===== config.mk =====
export PLATFORM = sky130hd
export DESIGN_NAME = dsp48e2
export DESIGN_NICKNAME = d
export VERILOG_FILES = /design/src/rtl/dsp48e2.sv
export SDC_FILE = /design/constraint.sdc
export NUM_CORES = 1
export LEC_CHECK = 0
export BUFFER_PORTS_ARGS = -buffer_cell sky130_fd_sc_hd__buf_2
export CORE_UTILIZATION = 50
export DETAILED_ROUTE_END_ITERATION = 10
export PLACE_DENSITY = 0.73
export SLEW_MARGIN = 10
export SYNTH_ARGS = -nofsm -noshare
export SYNTH_HDL_FRONTEND = slang
export SYNTH_SLANG_ARGS = --single-unit

===== constraint.sdc =====
create_clock -name vclk -period 9.2
set_input_delay 1.84 -clock vclk [all_inputs]
set_output_delay 1.84 -clock vclk [all_outputs]
set_load 0.01 [all_outputs]

===== src/rtl/dsp48e2.sv =====
// Simplified DSP48E2 slice: optional A/B/C input registers, 27x18 signed multiplier,
// W/X/Y/Z operand muxes, SIMD-split arithmetic unit, bitwise logic unit and optional P register.
module dsp48e2 #(
    parameter string USE_MULT = "NONE",
    parameter string USE_SIMD = "ONE48",
    parameter int    AREG     = 0,
    parameter int    BREG     = 0,
    parameter int    CREG     = 0,
    parameter int    PREG     = 0
) (
    input  logic        CLK,
    input  logic        RSTA,
    input  logic        RSTB,
    input  logic        RSTC,
    input  logic        RSTP,
    input  logic        CEA,
    input  logic        CEB,
    input  logic        CEC,
    input  logic        CEP,
    input  logic [29:0] A,
    input  logic [17:0] B,
    input  logic [47:0] C,
    input  logic        CARRYIN,
    input  logic [3:0]  ALUMODE,
    input  logic [8:0]  OPMODE,
    output logic [47:0] P,
    output logic [3:0]  CARRYOUT
);

    localparam bit MULT_EN = (USE_MULT == "MULTIPLY");
    localparam int LW      = (USE_SIMD == "FOUR12") ? 12 : ((USE_SIMD == "TWO24") ? 24 : 48);
    localparam int NLANES  = 48 / LW;

    logic [29:0] a_s;
    logic [17:0] b_s;
    logic [47:0] c_s;
    logic [47:0] p_fb_s;
    logic [44:0] prod_s;
    logic [47:0] m_s, w_s, x_s, y_s, z_s;
    logic [47:0] arith_s, logic_s, res_s;
    logic [3:0]  co_raw_s, res_co_s;
    logic        unused_clk_s;

    assign unused_clk_s = CLK;

    if (AREG == 1) begin : g_areg
        logic [29:0] a_r;
        // A input register, reset has priority over the enable
        always_ff @(posedge CLK) begin
            if (RSTA)     a_r <= 30'd0;
            else if (CEA) a_r <= A;
        end
        assign a_s = a_r;
    end else begin : g_acomb
        logic unused_a_s;
        assign unused_a_s = RSTA ^ CEA;
        assign a_s = A;
    end

    if (BREG == 1) begin : g_breg
        logic [17:0] b_r;
        // B input register, reset has priority over the enable
        always_ff @(posedge CLK) begin
            if (RSTB)     b_r <= 18'd0;
            else if (CEB) b_r <= B;
        end
        assign b_s = b_r;
    end else begin : g_bcomb
        logic unused_b_s;
        assign unused_b_s = RSTB ^ CEB;
        assign b_s = B;
    end

    if (CREG == 1) begin : g_creg
        logic [47:0] c_r;
        // C input register, reset has priority over the enable
        always_ff @(posedge CLK) begin
            if (RSTC)     c_r <= 48'd0;
            else if (CEC) c_r <= C;
        end
        assign c_s = c_r;
    end else begin : g_ccomb
        logic unused_c_s;
        assign unused_c_s = RSTC ^ CEC;
        assign c_s = C;
    end

    assign prod_s = $signed({{18{a_s[26]}}, a_s[26:0]}) * $signed({{27{b_s[17]}}, b_s});
    assign m_s    = MULT_EN ? {{3{prod_s[44]}}, prod_s} : 48'd0;

    // operand muxes; P feedback is forced to zero when there is no P register
    always_comb begin
        x_s = 48'd0;
        y_s = 48'd0;
        z_s = 48'd0;
        w_s = 48'd0;
        case (OPMODE[1:0])
            2'b01:   x_s = m_s;
            2'b10:   x_s = p_fb_s;
            2'b11:   x_s = {a_s, b_s};
            default: x_s = 48'd0;
        endcase
        case (OPMODE[3:2])
            2'b10:   y_s = 48'hFFFF_FFFF_FFFF;
            2'b11:   y_s = c_s;
            default: y_s = 48'd0;
        endcase
        case (OPMODE[6:4])
            3'b010:  z_s = p_fb_s;
            3'b011:  z_s = c_s;
            default: z_s = 48'd0;
        endcase
        case (OPMODE[8:7])
            2'b01:   w_s = p_fb_s;
            2'b11:   w_s = c_s;
            default: w_s = 48'd0;
        endcase
    end

    for (genvar l = 0; l < NLANES; l++) begin : g_lane
        logic [LW-1:0] z_l, s_l, op_a, op_b;
        logic          op_c, cin_l;
        logic [LW:0]   sum_l;

        assign cin_l = (l == 0) ? CARRYIN : 1'b0;
        assign z_l   = z_s[l*LW +: LW];
        assign s_l   = w_s[l*LW +: LW] + x_s[l*LW +: LW] + y_s[l*LW +: LW] + LW'(cin_l);

        // all four arithmetic modes share one adder via operand inversion
        always_comb begin
            op_a = z_l;
            op_b = s_l;
            op_c = 1'b0;
            case (ALUMODE)
                4'b0011: begin
                    op_b = ~s_l;
                    op_c = 1'b1;
                end
                4'b0001: op_a = ~z_l;
                default: op_c = 1'b0;
            endcase
        end

        assign sum_l = {1'b0, op_a} + {1'b0, op_b} + (LW+1)'(op_c);
        assign arith_s[l*LW +: LW] = (ALUMODE == 4'b0010) ? ~sum_l[LW-1:0] : sum_l[LW-1:0];
        assign co_raw_s[(l+1)*(LW/12)-1] = sum_l[LW];
    end

    for (genvar k = 0; k < 4; k++) begin : g_co_fill
        if ((((k + 1) * 12) % LW) != 0) begin : g_zero
            assign co_raw_s[k] = 1'b0;
        end
    end

    // bitwise logic unit; Y = all-ones selects the complementary function table
    always_comb begin
        logic inv_s;
        inv_s   = (OPMODE[3:2] == 2'b10);
        logic_s = 48'd0;
        case (ALUMODE)
            4'b0100, 4'b0111: logic_s = inv_s ? ~(x_s ^ z_s) : (x_s ^ z_s);
            4'b0101, 4'b0110: logic_s = inv_s ? (x_s ^ z_s) : ~(x_s ^ z_s);
            4'b1100:          logic_s = inv_s ? (x_s | z_s) : (x_s & z_s);
            4'b1101:          logic_s = inv_s ? (x_s | ~z_s) : (x_s & ~z_s);
            4'b1110:          logic_s = inv_s ? ~(x_s | z_s) : ~(x_s & z_s);
            4'b1111:          logic_s = inv_s ? (~x_s & z_s) : (~x_s | z_s);
            default:          logic_s = 48'd0;
        endcase
    end

    // result select; unlisted ALUMODE codes yield zero
    always_comb begin
        res_s    = 48'd0;
        res_co_s = 4'd0;
        case (ALUMODE)
            4'b0000, 4'b0001, 4'b0010, 4'b0011: begin
                res_s    = arith_s;
                res_co_s = co_raw_s;
            end
            4'b0100, 4'b0101, 4'b0110, 4'b0111,
            4'b1100, 4'b1101, 4'b1110, 4'b1111: res_s = logic_s;
            default: res_s = 48'd0;
        endcase
    end

    if (PREG == 1) begin : g_preg
        logic [47:0] p_r;
        logic [3:0]  co_r;
        // output register, reset has priority over the enable
        always_ff @(posedge CLK) begin
            if (RSTP) begin
                p_r  <= 48'd0;
                co_r <= 4'd0;
            end else if (CEP) begin
                p_r  <= res_s;
                co_r <= res_co_s;
            end
        end
        assign p_fb_s   = p_r;
        assign P        = p_r;
        assign CARRYOUT = co_r;
    end else begin : g_pcomb
        logic unused_p_s;
        assign unused_p_s = RSTP ^ CEP;
        assign p_fb_s     = 48'd0;
        assign P          = res_s;
        assign CARRYOUT   = res_co_s;
    end

endmodule


# Word-level counts from Yosys, hierarchy flattened
# Cells that the tools add are included.
[word_totals] ff_bits=0 latch_bits=0 ram_bits=0 mem_bits_ro=0 inputBits=119 output_inout_bits=52 mem_count=0
[op_classes] add_sub_neg=5 mul=0 n_div=0 order_cmp=0 n_eq_ne=16 shift=0 n_mux=17 bitwise=14 reduce_logical=5
[ops] op="48-bit 2-to-1 mux" count=12
[ops] op="48-bit inverter" count=7
[ops] op="48-bit case mux with 6 select lines" count=1
[ops] op="48-bit case mux with 2 select lines" count=2
[ops] op="48-bit bitwise AND" count=3
[ops] op="48-bit OR" count=3
[ops] op="48-bit adder" count=2
[ops] op="48-bit by 48-bit adder with 49-bit output" count=1
[ops] op="49-bit by 1-bit adder with 49-bit output" count=1
[ops] op="48-bit by 1-bit adder with 48-bit output" count=1
[ops] op="48-bit XOR" count=1
[ops] op="4-bit by 3-bit equality test with 1-bit output, second input constant" count=4
[ops] op="4-bit equality test, second input constant" count=4
[ops] op="2-bit equality test, second input constant" count=4
[ops] op="4-bit by 2-bit equality test with 1-bit output, second input constant" count=2
[ops] op="8-bit OR reduction" count=1
[ops] op="4-bit by 1-bit equality test with 1-bit output, second input constant" count=1
[ops] op="4-bit logical NOT" count=1
[ops] op="4-bit 2-to-1 mux" count=1
[ops] op="2-bit OR reduction" count=2
[ops] op="4-bit OR reduction" count=1
[ops] op="3-bit by 2-bit equality test with 1-bit output, second input constant" count=1
[ops] op="1-bit 2-to-1 mux" count=1

# Logic depth before layout (Yosys ltp)
# Gate-level depths: netlist (run 1).
[depth] ltp_word=12 mapped_depth=28 depth_no_buf=26

# Least setup slack after synthesis (run 1)
# Ideal clock, no wire load.
[synth_timing] path_kind="input -> output" from="input OPMODE[2]" to="output P[45]" arrival_time_ps=7102 path_slack_ps=258 cell_stages=28 path_buffers=4 path_cell_list="inv_1 > clkbuf_1 > buf_1 > o21a_1 > fa_1 > ha_1 > buf_2 > a21oi_1 > o211ai_1 > nor2_1 > a21oi_1 > a41oi_1 > or2_1 > and2_1 > o21ai_0 > xnor2_1 > ha_1 > clkbuf_1 > a21o_1 > a21o_1 > a21oi_1 > o21ai_0 > nor3_1 > a21oi_1 > o221ai_1 > and3b_1 > nor4_1 > nand3b_1"
[synth_between] elab_chain_cells=11
[synth_rtl] element="from (decl)" line_no="25" source="input logic [8:0] OPMODE,"
[synth_rtl] element="2-bit equality test (on tied branches)" line_no="103, 158"
[synth_rtl] element="48-bit case mux with 2 select lines" line_no="103" source="case (OPMODE[3:2])"
[synth_rtl] element="48-bit adder" line_no="127" source="assign s_l = w_s[l*LW +: LW] + x_s[l*LW +: LW] + y_s[l*LW +: LW] + LW'(cin_l);"
[synth_rtl] element="48-bit by 1-bit adder with 48-bit output" line_no="127"
[synth_rtl] element="48-bit inverter" line_no="136" source="op_b = ~s_l;"
[synth_rtl] element="48-bit 2-to-1 mux" line_no="134" source="case (ALUMODE)"
[synth_rtl] element="48-bit by 48-bit adder with 49-bit output" line_no="144" source="assign sum_l = {1'b0, op_a} + {1'b0, op_b} + (LW+1)'(op_c);"
[synth_rtl] element="49-bit by 1-bit adder with 49-bit output" line_no="144"
[synth_rtl] element="48-bit inverter" line_no="145" source="assign arith_s[l*LW +: LW] = (ALUMODE == 4'b0010) ? ~sum_l[LW-1:0] : sum_l[LW-1:0];"
[synth_rtl] element="48-bit 2-to-1 mux" line_no="145"
[synth_rtl] element="48-bit case mux with 2 select lines *" line_no="175" source="case (ALUMODE)"
[synth_rtl] element="to (decl)" line_no="26" source="output logic [47:0] P,"
# Every way passes the cells marked *; elsewhere a longest branch is shown, timed or not.

# Worst setup path in the final report (run 1)
[layout_timing] from="input OPMODE[1]" to="output P[45]"
[layout_between] elab_chain_cells=12
[layout_rtl] element="2-bit equality test *" line_no="97" source="case (OPMODE[1:0])"
[layout_rtl] element="48-bit 2-to-1 mux *" line_no="97"
[layout_rtl] element="48-bit adder (2 in series)" line_no="127"
[layout_rtl] element="48-bit by 1-bit adder with 48-bit output" line_no="127"
[layout_rtl] element="48-bit inverter" line_no="136"
[layout_rtl] element="48-bit 2-to-1 mux" line_no="134"
[layout_rtl] element="48-bit by 48-bit adder with 49-bit output" line_no="144"
[layout_rtl] element="49-bit by 1-bit adder with 49-bit output" line_no="144"
[layout_rtl] element="48-bit inverter" line_no="145"
[layout_rtl] element="48-bit 2-to-1 mux" line_no="145"
[layout_rtl] element="48-bit case mux with 2 select lines *" line_no="175"
# Marks and branches as above.

==> results of run 1 <==
[routing by layer]
metal  GRT usage, %  part of all wire [%]
met4          6.748                   2.9
met1          38.07                    43
met2          52.27                    48
met3          1.385                   5.5
met5              0                 0.017
[metrics by stage]
stage               worst slack, ps  TNS [ps]  instances  util (%)
CTS                           6.647         0       2628     60.20
finish                        72.84         0       2644     62.95
detailed placement           -426.7     -2936       2628     59.60
global route                 -192.3     -1148       2644     62.95
floorplan                     257.5         0       2004         -
global placement             -291.0     -2112       2628     59.60
[where the power goes]
part           switching (W)  internal, W
registers                  0            0
logic               0.000894     0.000738
clock network              0            0
total               0.000894     0.000738
[cell families after synthesis]
kind of cell,Yosys count
compound gates,546
xor+xnor,372
fa+ha+maj,335
buf+inv,281
mux,1
other cells,1
simple gates,466
[cell usage in the layout (no fill, tap or decap), drive strengths merged, types with 4 or more instances in the layout]
cell type,n
nand3,23
nand2b,10
nand4,25
xor2,49
o31ai,8
inv,143
or2,4
o221ai,38
a22oi,37
a21o,64
o21ai,169
and3,73
a211oi,9
buf,389
o21a,38
clkbuf,5
a31oi,16
nor4,5
nor2b,8
a21oi,106
o211ai,25
and2,7
xnor2,323
o22ai,4
o21bai,6
nor2,49
fa,49
ha,286
nand2,238
nor3,10
[how the worst max path moves through the flow]
stage	cells after the start	endpoint	slack [ps]	startpoint
CTS	29	P[40]	7	OPMODE[2]
global route	28	P[45]	-190	OPMODE[1]
global placement	26	P[43]	-290	OPMODE[2]
detailed placement	26	P[43]	-430	OPMODE[2]
finish	28	P[45]	70	OPMODE[1]
floorplan	28	P[45]	260	OPMODE[2]
[final cells by class]
cell class                      instances  area share, %
Multi-Input combinational cell       1723          79.16
Inverter                              143          3.012
Timing Repair Buffer                  394          15.17
Tap cell                              384          2.659
[worst max-delay path, delay by kind of cell]
family	cells	cell delay, ps
AO/OA/AOI/OAI	12	2120
AND/OR/NAND/NOR	6	1260
adder cells (fa/ha/maj)	3	960
buffers and inverters	6	930
XOR/XNOR	1	160
[repair_timing]
item	4_1_cts	5_1_grt
gates cloned	0	4
buffers inserted	0	13
pin swaps	7	60
setup endpoints to repair	14	27
endpoints found under the hold margin	0	0
gates resized for setup	37	125
==> impl_metrics.py, run 1 <==
metrics = {
    "worst_setup_path": {
        "arrival_ps": 7290,
        "path_class": "in2out",
        "cp_common_cell": "o211ai_1",
        "cpPeakStageDelay_ps": 460,
        "cpMaxStageDelayCell": "fa_1",
        "crit_required_ps": 7360,
        "cp-start-kind": "input port",
        "cp-end-kind": "output port",
        "worstPathMaxFanout": 7,
    },
    "drt": {
        "viasPerCell": 5.792,
        "drtIter0Drc": 959,
        "drtPass1Iterations": 5,
        "antenna_left": 0,
        "wl_per_cell_um": 18.00,
        "drt-total-wl_um": 47590,
        "via_count": 15310,
        "post-route-drc-count": 0,
    },
    "timing": {
        "whs_ps": 4284,
        "relSlewSlack_pct": 21.53,
        "hold_violations": 0,
        "setup-violations-final": 0,
        "fin_crit_sh_pct": 99.21,
        "worst_pin_slew_ps": 1174,
        "clock.fmax_ghz": 0.1096,
        "rsz0062_at_grt": "true",
        "slew_violations": 0,
        "period_minus_slack_ps": 9127,
    },
    "finish": {
        "finalNetCount": 2716,
        "multiInputGateArea_sq_um": 14300,
        "filler_cell_count": 2579,
        "nClkBuffers": 0,
        "seq_area_sq_um": 0,
        "area_growth_pct": 23.76,
        "sequential_cell_total": 0,
        "design_area_sq_um": 18070,
        "drive_above_1_share_pct": 22.74,
        "diodes": 0,
    },
    "synthesis": {
        "synthCells": 2002,
        "syn-cell-area_sq_um": 14600,
        "synth-simple-area-share_pct": 15.05,
        "synth.distinct_cells": 66,
        "synth-xor-area-share_pct": 22.32,
        "synth.area.mux_share_pct": 0.06856,
        "yosysTopAreaCell": "ha_1",
        "synthTopCellsByCount": "xnor2_1, ha_1, nand2_1, o21ai_0, inv_1",
        "synth_top_family_by_area": "adder cells",
        "ys_seq_area_share_pct": 0,
        "synth_most_common_cell": "xnor2_1",
        "synth-compound-area-share_pct": 23.95,
        "ys_warn_count": 0,
        "synth_area_leaders": "ha_1, xnor2_1, fa_1",
        "synthAdderAreaFrac_pct": 31.23,
        "synth_top_cell_area_share_pct": 24.51,
        "synth.avg_cell_area_sq_um": 7.292,
    },
    "min_path": {
        "hold_path.startpoint": "ALUMODE[3]",
        "whs_path_depth": 3,
        "holdCritPathClass": "in2out",
        "min_to": "P[15]",
    },
    "place": {
        "port-buffer-count": 159,
        "dp_hpwl_um": 36020,
        "place_area_sq_um": 17110,
        "gp_congestion": 0.9492,
    },
    "global_routing": {
        "grt_pass1_wl_um": 72680,
        "grt_use_total_pct": 29.08,
        "grt_max_degree": 101,
        "grt_overflow": 0,
        "antenna_found_initial": 1,
        "grt_pass1_vias": 14780,
    },
    "floorplanning": {
        "ioPinCount": 171,
        "dieArea_sq_um": 29890,
        "start_util_pct": 50.86,
        "core_area_sq_um": 28700,
        "dieWidth_um": 172.9,
        "row_count": 62,
        "die_height_um": 172.9,
    },
    "power": {
        "ir_drop_uv": 39.79,
        "power.total_w": 0.001632,
        "power_leakage_nw": 8.932,
        "p_per_area_nw_per_um2": 90.36,
    },
    "flow_run": {
        "cap_violations": 0,
    },
    "status": {
        "status": "finished, final reports clean",
    },
    "cts": {
        "cts_hold_buf": 0,
    },
}
Power figures use the tool's default switching activity.
==> run 2: changes to the inputs <==
--- a/config.mk
+++ b/config.mk
@@ -9,6 +9,7 @@
 export CORE_UTILIZATION = 50
 export DETAILED_ROUTE_END_ITERATION = 10
 export PLACE_DENSITY = 0.73
+export REMOVE_ABC_BUFFERS = 1
 export SLEW_MARGIN = 10
 export SYNTH_ARGS = -nofsm -noshare
 export SYNTH_HDL_FRONTEND = slang
==> run 2 against run 1 <==
  * Combinational power about the same
  * Routed wire length up 0.89%
  * Final area up 0.70%
  * First-iteration DRC count up 22%
  * Clock-buffer cell count unchanged
  * Non-clock buffer count up 14
  * Global-route usage about the same
  * Hold slack better by 30 ps
  * Sequential cell count unchanged
  * Cell count up 0.53%
  * Worst setup slack better by 43 ps
  * Critical path depth down 1
  * Critical path type unchanged
  * Highest routed layer unchanged
==> impl_metrics.py, run 2 (synthesis results as in run 1) <==
metrics = {
    "global_routing": {
        "antenna_found_initial": 3,
        "grt_overflow": 0,
        "grt_pass1_vias": 14700,
        "grt_max_degree": 83,
        "grt_use_total_pct": 29.03,
        "grt_pass1_wl_um": 72490,
    },
    "floorplanning": {
        "core_area_sq_um": 28700,
        "die_height_um": 172.9,
        "start_util_pct": 50.86,
        "dieArea_sq_um": 29890,
        "row_count": 62,
        "dieWidth_um": 172.9,
        "ioPinCount": 171,
    },
    "timing": {
        "clock.fmax_ghz": 0.1101,
        "setup-violations-final": 0,
        "fin_crit_sh_pct": 98.74,
        "period_minus_slack_ps": 9085,
        "slew_violations": 0,
        "tns_ps": 0,
        "relSlewSlack_pct": 17.06,
        "fin_ws_ps": 115.5,
        "rsz0062_at_grt": "true",
        "worst_pin_slew_ps": 1244,
        "hold_violations": 0,
        "whs_ps": 4314,
    },
    "power": {
        "power_leakage_nw": 9.053,
        "ir_drop_uv": 44.61,
        "p_per_area_nw_per_um2": 91.42,
    },
    "finish": {
        "diodes": 0,
        "seq_area_sq_um": 0,
        "sequential_cell_total": 0,
        "nClkBuffers": 0,
        "mostFrequentLayoutCells": "xnor2_1, ha_1, nand2_1",
        "mostFrequentLayoutCell": "xnor2_1",
        "final_util_pct": 63.39,
        "drive_above_1_share_pct": 23.26,
        "filler_cell_count": 2539,
        "area_growth_pct": 24.62,
        "finalNetCount": 2730,
    },
    "drt": {
        "wl_per_cell_um": 18.06,
        "drtIter0Drc": 1172,
        "via_count": 15430,
        "drtPass1Iterations": 5,
        "antenna_left": 0,
        "post-route-drc-count": 0,
        "drt-total-wl_um": 48020,
        "viasPerCell": 5.805,
    },
    "place": {
        "pre_cts_ws_ps": -548.0,
        "gp_congestion": 0.9529,
        "dp_hpwl_um": 35890,
        "port-buffer-count": 159,
    },
    "cts": {
        "cts_hold_buf": 0,
    },
    "worst_setup_path": {
        "path_class": "in2out",
        "arrival_ps": 7240,
        "cp-end-kind": "output port",
        "crit_path_start": "OPMODE[8]",
        "crit_required_ps": 7360,
        "worstPathMaxFanout": 26,
        "cp-start-kind": "input port",
    },
    "min_path": {
        "holdCritPathClass": "in2out",
        "hold_path.startpoint": "ALUMODE[2]",
    },
    "flow_run": {
        "cap_violations": 0,
    },
    "status": {
        "status": "finished, final reports clean",
    },
}
[run 2: changes by cell type in the layout (fill, tap and decap cells not counted), sizes merged]
cell    change
buf        +15
clkbuf      -1
[run 2: final timing paths]
kind              endpoint  cells past startpoint
setup / recovery     P[40]                     27
hold / removal       P[46]                      4
[run 2: what timing repair did]
item | in CTS | in global routing
buffers inserted | 2 | 15
cloned | 0 | 4
endpoints found under the hold margin | 0 | 0
resized for setup | 48 | 123
pin swaps | 15 | 77
setup endpoints to repair | 21 | 24
[run 2: stage by stage]
step           power (W)  cell area [sq um]  cells
2_1_floorplan  0.0009745              14070   1866
3_3_place_gp    0.001477              17150   2637
3_5_place_dp    0.001506              17150   2637
4_1_cts         0.001536              17350   2639
5_1_grt         0.001796              18190   2658
6_report        0.001663              18190   2658
[run 2: area by class of cell]
type               instances  area, sq um  area share [%]
repair buffers           408         2874           15.80
well taps                384        480.5           2.641
inverters                143        539.3           2.964
multi-input cells       1723        14300           78.60
[run 2: critical path: stages]
cell and delay [ps]:
buf_8 130, buf_8 160, and3_1 210, fa_1 540, ha_4 310, and4_4 230
and4_4 240, o2111ai_1 120, buf_4 170, a31oi_4 180, buf_6 140, o2111ai_4 130
buf_6 160, a21oi_2 170, a31oi_1 130, xnor2_1 150, ha_1 320, a21o_1 180
a21o_1 180, a21oi_2 170, o21ai_1 120, a21o_1 200, a31oi_2 210, mux2i_1 210
a21oi_1 120, or2_2 360, buf_2 140
[run 2: metal layers]
metal  GRT usage [%]  wire length (um)
met1           38.20             21120
met2           51.61             22710
met3           1.913              2953
met4           6.637              1219
met5               0                10
[run 2: report_power, final]
part / switching (W) / internal (W)
Combinational: 0.000894 / 0.000769
Sequential: 0 / 0
Clock: 0 / 0
